<file path="config.mk">
export PLATFORM = sky130hd
export DESIGN_NAME = pin_route_ctrl
export DESIGN_NICKNAME = d
export VERILOG_FILES = /design/src/rtl/pin_route_pkg.sv /design/src/rtl/pin_route_ctrl_guard_timer.sv /design/src/rtl/pin_route_ctrl.sv
export SDC_FILE = /design/constraint.sdc
export NUM_CORES = 1
export LEC_CHECK = 0
export ABC_CLOCK_PERIOD_IN_PS = 2400
export CAP_MARGIN = 20
export CELL_PAD_IN_SITES_DETAIL_PLACEMENT = 1
export CELL_PAD_IN_SITES_GLOBAL_PLACEMENT = 2
export CORE_MARGIN = 4
export CORE_UTILIZATION = 34
export DETAILED_ROUTE_END_ITERATION = 10
export PLACE_DENSITY_LB_ADDON = 0.1
export REMOVE_ABC_BUFFERS = 1
export SLEW_MARGIN = 15
export SYNTH_ARGS = -nofsm -noshare
export SYNTH_HDL_FRONTEND = slang
export SYNTH_SLANG_ARGS = --single-unit
export TNS_END_PERCENT = 20
</file>
<file path="constraint.sdc">
create_clock -name clock -period 2.4 [get_ports clock]
set_input_delay 0.72 -clock clock [delete_from_list [all_inputs] [get_ports clock]]
set_output_delay 0.72 -clock clock [all_outputs]
set_load 0.05 [all_outputs]
</file>
<file path="src/rtl/pin_route_pkg.sv">
// Shared types and helpers for the board pin-route break-before-make sequencer.
// Holds the FSM state encoding, the pmodD[3:2] owner encoding, and route bit indices.
// Also provides the owner decode and the saturating counter increment used by the top.
package pin_route_pkg;

  // Sequencer states: idle, force tristate, switch selects, hold tristate.
  typedef enum logic [1:0] {
    IDLE    = 2'd0,
    QUIESCE = 2'd1,
    APPLY   = 2'd2,
    RELEASE = 2'd3
  } state_t;

  // Owner of the contended pmodD[3:2] pads.
  typedef enum logic [1:0] {
    OWN_NONE   = 2'd0,
    OWN_PLUG   = 2'd1,
    OWN_P31_30 = 2'd2,
    OWN_P27_26 = 2'd3
  } owner_t;

  // Route bit positions in req_route / route_sel / route_quiesce.
  localparam int ROUTE_PS2   = 0;
  localparam int ROUTE_VGA   = 1;
  localparam int ROUTE_AUDIO = 2;
  localparam int ROUTE_PLUG  = 3;

  // Transaction counter width; it sticks at its maximum instead of wrapping.
  localparam int CHG_CNT_W = 8;

  // Saturating increment for the completed-transaction counter.
  function automatic logic [CHG_CNT_W-1:0] sat_inc(input logic [CHG_CNT_W-1:0] v);
    logic [CHG_CNT_W-1:0] r;
    r = (v == {CHG_CNT_W{1'b1}}) ? v : v + 1'b1;
    return r;
  endfunction

  // Decode who may drive pmodD[3:2]. Any tristate on the PS2 or Plug routes
  // means both candidate drivers may be mid-switch, so nobody owns the pads.
  function automatic owner_t owner_of(input logic q_ps2,
                                      input logic q_plug,
                                      input logic sel_ps2,
                                      input logic sel_plug);
    owner_t o;
    if (q_ps2 || q_plug) begin
      o = OWN_NONE;
    end else if (sel_plug) begin
      o = OWN_PLUG;
    end else if (sel_ps2) begin
      o = OWN_P31_30;
    end else begin
      o = OWN_P27_26;
    end
    return o;
  endfunction

endpackage

</file>
<file path="src/rtl/pin_route_ctrl_guard_timer.sv">
// Guard interval timer: loadable down-counter with a zero flag.
// Latency: load/decrement take effect on the next clock; o_zero is decoded from the register.
// No backpressure: load wins over decrement, decrement stops at zero.
module guard_timer #(
  parameter int GUARD_CYCLES = 16
) (
  input  logic clk,
  input  logic rst,
  input  logic i_load,
  input  logic i_dec,
  output logic o_zero
);

  localparam int CNT_W = $clog2(GUARD_CYCLES + 1);
  localparam logic [CNT_W-1:0] LOAD_VAL = CNT_W'(GUARD_CYCLES - 1);

  logic [CNT_W-1:0] r_cnt;

  // Counter register: reload to GUARD_CYCLES-1 or count down toward zero.
  always_ff @(posedge clk or posedge rst) begin
    if (rst) begin
      r_cnt <= '0;
    end else if (i_load) begin
      r_cnt <= LOAD_VAL;
    end else if (i_dec && (r_cnt != '0)) begin
      r_cnt <= r_cnt - 1'b1;
    end
  end

  assign o_zero = (r_cnt == '0);

endmodule

</file>
<file path="src/rtl/pin_route_ctrl.sv">
// Break-before-make sequencer for the Propeller pin multiplexers plus pmodD[3:2] owner arbitration.
// Latency: quiesce at t+1, route_sel at t+GUARD_CYCLES+2, idle again at t+2*GUARD_CYCLES+2.
// No backpressure: requests are level-sampled; changes during RELEASE wait for the next IDLE.
module pin_route_ctrl
  import pin_route_pkg::*;
#(
  parameter int NUM_ROUTES   = 4,
  parameter int GUARD_CYCLES = 16
) (
  input  logic                  clock,
  input  logic                  reset,
  input  logic [NUM_ROUTES-1:0] req_route,
  output logic [NUM_ROUTES-1:0] route_sel,
  output logic [NUM_ROUTES-1:0] route_quiesce,
  output logic [1:0]            pmodd_owner,
  output logic                  changing,
  output logic [7:0]            change_count
);

  // Registered state.
  state_t                r_state;
  logic [NUM_ROUTES-1:0] r_pending;
  logic [NUM_ROUTES-1:0] r_quiesce;
  logic [NUM_ROUTES-1:0] r_sel;
  logic [CHG_CNT_W-1:0]  r_chg_cnt;
  owner_t                r_owner;

  // Next-state values from the FSM decode.
  state_t                w_state_nxt;
  logic [NUM_ROUTES-1:0] w_pending_nxt;
  logic [NUM_ROUTES-1:0] w_quiesce_nxt;
  logic [NUM_ROUTES-1:0] w_sel_nxt;
  logic [CHG_CNT_W-1:0]  w_chg_cnt_nxt;
  owner_t                w_owner_nxt;

  // Guard timer controls.
  logic w_tmr_load;
  logic w_tmr_dec;
  logic w_tmr_zero;

  // Request differs from what is currently driven / currently queued.
  logic [NUM_ROUTES-1:0] w_req_diff;
  logic                  w_req_new;
  logic                  w_req_moved;

  assign w_req_diff  = req_route ^ r_sel;
  assign w_req_new   = (w_req_diff != '0);
  assign w_req_moved = (req_route != r_pending);

  guard_timer #(
    .GUARD_CYCLES(GUARD_CYCLES)
  ) u_guard_timer (
    .clk    (clock),
    .rst    (reset),
    .i_load (w_tmr_load),
    .i_dec  (w_tmr_dec),
    .o_zero (w_tmr_zero)
  );

  // FSM next-state and datapath decode; everything holds unless a state acts.
  always_comb begin
    w_state_nxt   = r_state;
    w_pending_nxt = r_pending;
    w_quiesce_nxt = r_quiesce;
    w_sel_nxt     = r_sel;
    w_chg_cnt_nxt = r_chg_cnt;
    w_tmr_load    = 1'b0;
    w_tmr_dec     = 1'b0;

    case (r_state)
      IDLE: begin
        // Only the routes actually changing get forced to tristate.
        if (w_req_new) begin
          w_pending_nxt = req_route;
          w_quiesce_nxt = w_req_diff;
          w_tmr_load    = 1'b1;
          w_state_nxt   = QUIESCE;
        end
      end

      QUIESCE: begin
        // A moving request restarts the guard; quiesce bits only accumulate
        // so a route already tristated is never briefly re-enabled.
        if (w_req_moved) begin
          w_pending_nxt = req_route;
          w_quiesce_nxt = r_quiesce | w_req_diff;
          w_tmr_load    = 1'b1;
        end else if (w_tmr_zero) begin
          w_state_nxt = APPLY;
        end else begin
          w_tmr_dec = 1'b1;
        end
      end

      APPLY: begin
        // Switch the mux selects while every affected pad is still tristated.
        w_sel_nxt   = r_pending;
        w_tmr_load  = 1'b1;
        w_state_nxt = RELEASE;
      end

      RELEASE: begin
        // Hold tristate after the switch; requests wait for IDLE.
        if (w_tmr_zero) begin
          w_quiesce_nxt = '0;
          w_chg_cnt_nxt = sat_inc(r_chg_cnt);
          w_state_nxt   = IDLE;
        end else begin
          w_tmr_dec = 1'b1;
        end
      end

      default: begin
        w_state_nxt = IDLE;
      end
    endcase
  end

  // Owner follows the registered selects/quiesce one cycle later, so NONE is
  // already in place before route_sel moves and persists one cycle past release.
  always_comb begin
    w_owner_nxt = owner_of(r_quiesce[ROUTE_PS2], r_quiesce[ROUTE_PLUG],
                           r_sel[ROUTE_PS2],     r_sel[ROUTE_PLUG]);
  end

  // State and output registers; reset drops any half-finished transaction.
  always_ff @(posedge clock or posedge reset) begin
    if (reset) begin
      r_state   <= IDLE;
      r_pending <= '0;
      r_quiesce <= '0;
      r_sel     <= '0;
      r_chg_cnt <= '0;
      r_owner   <= OWN_P27_26;
    end else begin
      r_state   <= w_state_nxt;
      r_pending <= w_pending_nxt;
      r_quiesce <= w_quiesce_nxt;
      r_sel     <= w_sel_nxt;
      r_chg_cnt <= w_chg_cnt_nxt;
      r_owner   <= w_owner_nxt;
    end
  end

  assign route_sel     = r_sel;
  assign route_quiesce = r_quiesce;
  assign pmodd_owner   = r_owner;
  assign changing      = (r_state != IDLE);
  assign change_count  = r_chg_cnt;

endmodule

</file>
* Yosys cells after proc, flatten, opt, wreduce, memory -nomap -nowiden
Cells that the tools add are included.
** Operators by class
- Eq/ne operators :: 10
- Bitwise gates (word level) :: 3
- $add $sub $neg :: 2
- Reductions and logical operators :: 14
- Multiplexer cells :: 23
** Operators with widths (number)
- $mux 4 :: 5
- $mux 2 :: 6
- $pmux 4 s3 :: 1
- $mux 5 :: 2
- $add 8x1->8 const B :: 1
- $eq 8x8->1 const B :: 1
- $pmux 2 s4 :: 1
- $pmux 4 s2 :: 1
- $reduce_and 4->1 :: 2
- $ne 2x2->1 const B :: 3
- $reduce_and 3->1 :: 2
- $reduce_bool 2->1 :: 3
- $logic_not 5->1 :: 1
- $mux 1 :: 5
- $reduce_bool 5->1 :: 1
- $sub 5x1->5 const B :: 1
- $eq 2x2->1 const B :: 2
- $ne 2x1->1 const B :: 2
- $ne 4x4->1 :: 1
- $or 4x4->4 :: 1
- $reduce_bool 4->1 :: 1
- $xor 4x4->4 :: 1
- $pmux 1 s3 :: 1
- $reduce_bool 3->1 :: 1
- 6 further kinds :: 6
** Word-level totals
- Bits of input ports :: 6
- Flip-flop bits (word level) :: 29
- Word-level logic and storage cells :: 59

* Depth between registers and ports, before layout
- Word-level depth :: 7
- Gate-level depth with buffers :: 7
- Mapped depth without buffers :: 7

* By module
A second synthesis with hierarchy kept.
** Second synthesis, totals
- Cell total of the unflattened synthesis :: 137
- Area, all modules :: 1496.4 µm²
** Modules (own cells, without submodules)
- pin_route_ctrl :: instances 1, area an instance 1224.9 µm², cells each 112, seq. area each 603.1 µm²
- guard_timer :: instances 1, area an instance 271.5 µm², cells each 25, seq. area each 125.1 µm²

* Worst setup path after synthesis
Ideal clock, no wire load.
- Kind :: input-to-reg
- Start :: in req_route[0]
- End :: reg r_pending[0]
- Buffers on the path :: 1
- Library setup time :: 125 ps
- Stages :: 6
- Path slack :: 379 ps
- Arrival :: 1896 ps
- Path through :: xor2_1 -> nor4_4 -> and2_4 -> buf_6 -> nor3_4 -> mux2_4
** On the way
- Longest elaborated chain between the ends :: 4
- Elaborated cells between the ends (all ways) :: 9
- Those cells by class :: eq/ne (3); mux (3); bitwise (1); reduce/logical (2)
** Ends and longest elaborated chain
- from (decl) :: line pin_route_ctrl.sv:12 : input logic [NUM_ROUTES-1:0] req_route,
- $xor 4x4->4 :: line pin_route_ctrl.sv:46 : assign w_req_diff = req_route ^ r_sel;
- $reduce_bool 4->1 :: line pin_route_ctrl.sv:47 : assign w_req_new = (w_req_diff != '0);
- $ne 2x2->1 (no source line)
- $reduce_and 3->1 (no source line)
- to (signal assigned) :: line pin_route_ctrl.sv:137 : r_pending <= w_pending_nxt;
- to (decl) :: line pin_route_ctrl.sv:22 : logic [NUM_ROUTES-1:0] r_pending;
Several ways; a longest one is shown, not always the timed one. The select of a mux whose other input is x is not followed.
A chain may end at the register's enable or synchronous reset.

* Worst setup path after layout
- Start :: in req_route[3]
- End :: reg u_guard_timer.r_cnt[0]
** On the way
- Longest elaborated chain between the ends :: 5
- Elaborated cells between the ends (all ways) :: 11
- Those cells by class :: eq/ne (1); mux (6); bitwise (1); reduce/logical (3)
** Ends and longest elaborated chain
- $xor 4x4->4 / $ne 4x4->1 (equally long branches) :: line pin_route_ctrl.sv:46, pin_route_ctrl.sv:48
- $reduce_bool 4->1 / $mux 1 (equally long branches) :: line pin_route_ctrl.sv:47, pin_route_ctrl.sv:84
- $mux 1 / $pmux 1 s2 (equally long branches) :: line pin_route_ctrl.sv:73, pin_route_ctrl.sv:70
- $pmux 1 s3 / $logic_and 1x1->1 (equally long branches) :: line pin_route_ctrl.sv:70, pin_route_ctrl_guard_timer.sv:25
- $mux 5 / $reduce_bool 2->1 (equally long branches)
- to (signal assigned) :: line pin_route_ctrl_guard_timer.sv:26 : r_cnt <= r_cnt - 1'b1;
- to (decl) :: line pin_route_ctrl_guard_timer.sv:17 : logic [CNT_W-1:0] r_cnt;
Several ways; a longest one is shown, not always the timed one.

==> out/qor.txt <==
status: complete, no violations
Slew Viols, Final: 0
CP endpoint kind: register
clk buf depth: 2
wire length per cell: 16.7 um
RSZ-0062 raised after global routing: no
Cells after Synth: 139
clock skew: 0.00555 ns
dpl cell area: 1960 um^2
Critical Path AT: 2.46 ns
Yosys cell types: 46
Die Width: 75.9 um
Layout area overhead: 30.5%
r2r setup slk: 0.27 ns
pwr/cell area: 1420 nW/um^2
CP Cell Sequence: clkdlybuf4s50_1 > buf_4 > xnor2_1 > nand4_1 > a21oi_2 > nor3b_1 > o32ai_1
Clock Latency Late Sink: 0.28 ns
slowest CP cell: clkdlybuf4s50_1
Max-Cap Viols: 0
first-pass GRT wire length: 6.67 mm
core area: 4410 um^2
worst hold path type: register to register
Remaining Overflow, GRT: 0
Die Ht: 75.9 um
setup bufs post-CTS: 0
CP peak stage delay: 0.43 ns
Post-route DRC: 0
Min Clock Period, post-route: 2.31 ns
Post-synth EDFFs: 0
Final Cell Area: 2050 um^2
most common cell after layout, fill and taps aside: dfrtp_1
# IOs: 25
# diodes: 0
Fillers: 496
Final Hold Viols: 0
Yosys reg bits: 29
CP startpoint kind: primary input
drt total wl: 3.87 mm
vias in the first global route: 1391
Fmax: 433 MHz
# rows: 24
register area share after synthesis: 46.4%
CTS root buffer: clkbuf_8
clock tree sinks: 29
worst path required time: 2.55 ns
Synth Area per Inst: 11.3 um^2
Detailed Place HPWL: 2.83 mm
final worst-path cycle share: 96.2%
Layout Utilization: 46.4%
Overall Power: 2.91 mW
Initial Util: 35.5%
LEAKAGE: 0.895 nW
share of cells above drive strength 1: 21.7%
nets@finish: 191
number of gates resized after CTS: 0
Post-Synthesis Cell Area: 1570 um^2
DR vias/cell: 5.21
Worst-path clk slew: 0.06 ns
setup ws final: 0.0900 ns
peak supply drop: 575 uV
final setup fails: 0
CTS tree: built
Top FF cell, synth: dfrtp_1
Setup CP Type: primary input to register
via count: 1209
Total Routing Usage GR: 14.4%
pre-CTS WS: -0.262 ns
Critical Path Fanout Max: 4
Routed Antenna Nets: 0
total CTS buffers: 5
die area: 5770 um^2
Syn. warnings: 0
Routability Congestion: 0.751
Tightest Pin Transition: 0.517 ns
DRT iter0 DRCs: 34
hold buffer count at CTS: 0
largest net degree at the start of global routing: 30
post-route setup TNS: 0 ns
1st-pass router iterations: 4
worst rel slew slack: 65.5%
PortBufs: 24
most frequent cells in the layout: dfrtp_1, clkdlybuf4s50_1, buf_4
ys async rst share: 100%
antenna violations before repair: 0
H-tree depth: 2
[critical path: cells and delay by family]
family                    cells  cell delay [ns]
AOI/OAI and AO/OA             2             0.40
xor gates and xnor gates      1             0.22
buffers and inverters         2             0.58
and+or+nand+nor               2             0.53
[layer usage]
metal	global-route usage (%)	up-vias	wire, um
li1	-	574	-
met1	17.9	609	1820
met2	23.9	22	1880
met3	4.15	4	129
met4	4.27	0	38
met5	0	-	0
[where the power goes]
group          total (mW)  switching [mW]  internal (mW)
Sequential          0.824           0.154          0.669
Combinational        1.69           0.947          0.747
Clock               0.389           0.183          0.206
[metrics by stage]
step	instances	hold slack [ns]
floorplan	135	0.483
global placement	224	0.448
detailed placement	224	0.453
CTS	232	0.462
global route	232	0.497
finish	232	0.466
[worst paths after layout]
check,cells past startpoint,end,from
max,7,u_guard_timer.r_cnt[0],req_route[3]
min,1,pmodd_owner[1],route_quiesce[0]
max reg2reg,7,r_state[1],u_guard_timer.r_cnt[0]
min reg2reg,1,pmodd_owner[1],route_quiesce[0]
max in group asynchronous,3,pmodd_owner[0],reset
min in group asynchronous,3,r_state[0],reset
[flip-flops by register name, summed over array words and instances (netlist names)]
| name | cells |
|---|---|
| pmodd_owner | 2 |
| r_state | 2 |
| route_sel | 4 |
| u_guard_timer.r_cnt | 5 |
| route_quiesce | 4 |
| change_count | 8 |
| r_pending | 4 |
[synth_stat cells (2+ instances only)]
cell type	n	area [um^2]
a21oi_1	5	25.0
and3_1	2	12.5
clkbuf_1	2	7.51
dfrtp_1	27	676
dfstp_2	2	52.6
ha_1	6	75.1
inv_1	7	26.3
mux2_1	2	22.5
mux2_2	3	33.8
mux2_4	4	60.1
nand2_1	6	22.5
nand4_1	4	25.0
nor2_1	12	45.0
nor3_1	5	25.0
o21a_1	2	15.0
o21ai_0	2	10.0
o32a_1	5	50.1
or3_1	2	12.5
xnor2_1	8	70.1
xor2_1	7	61.3
[cell families (layout without fill, tap and decap cells)]
logic type / Yosys count / count (layout) / share of synthesized area, %
xor+xnor: 15 / 15 / 8.37
buf+inv: 12 / 53 / 3.43
simple gates: 44 / 44 / 17.8
flops: 29 / 29 / 46.4
mux: 9 / 9 / 7.42
compound gates: 24 / 24 / 11.8
fa+ha+maj: 6 / 6 / 4.78
[layout make-up]
| class | instances | area, um^2 | area share, % |
|---|---|---|---|
| well taps | 52 | 65.1 | 3.18 |
| inverters | 8 | 30.0 | 1.47 |
| multi-input cells | 98 | 800 | 39.0 |
| clock buffers | 8 | 80.1 | 3.91 |
| repair buffers | 37 | 345 | 16.9 |
| flip-flops and latches | 29 | 728 | 35.6 |
No activity file was read; power rests on OpenSTA's default activity.
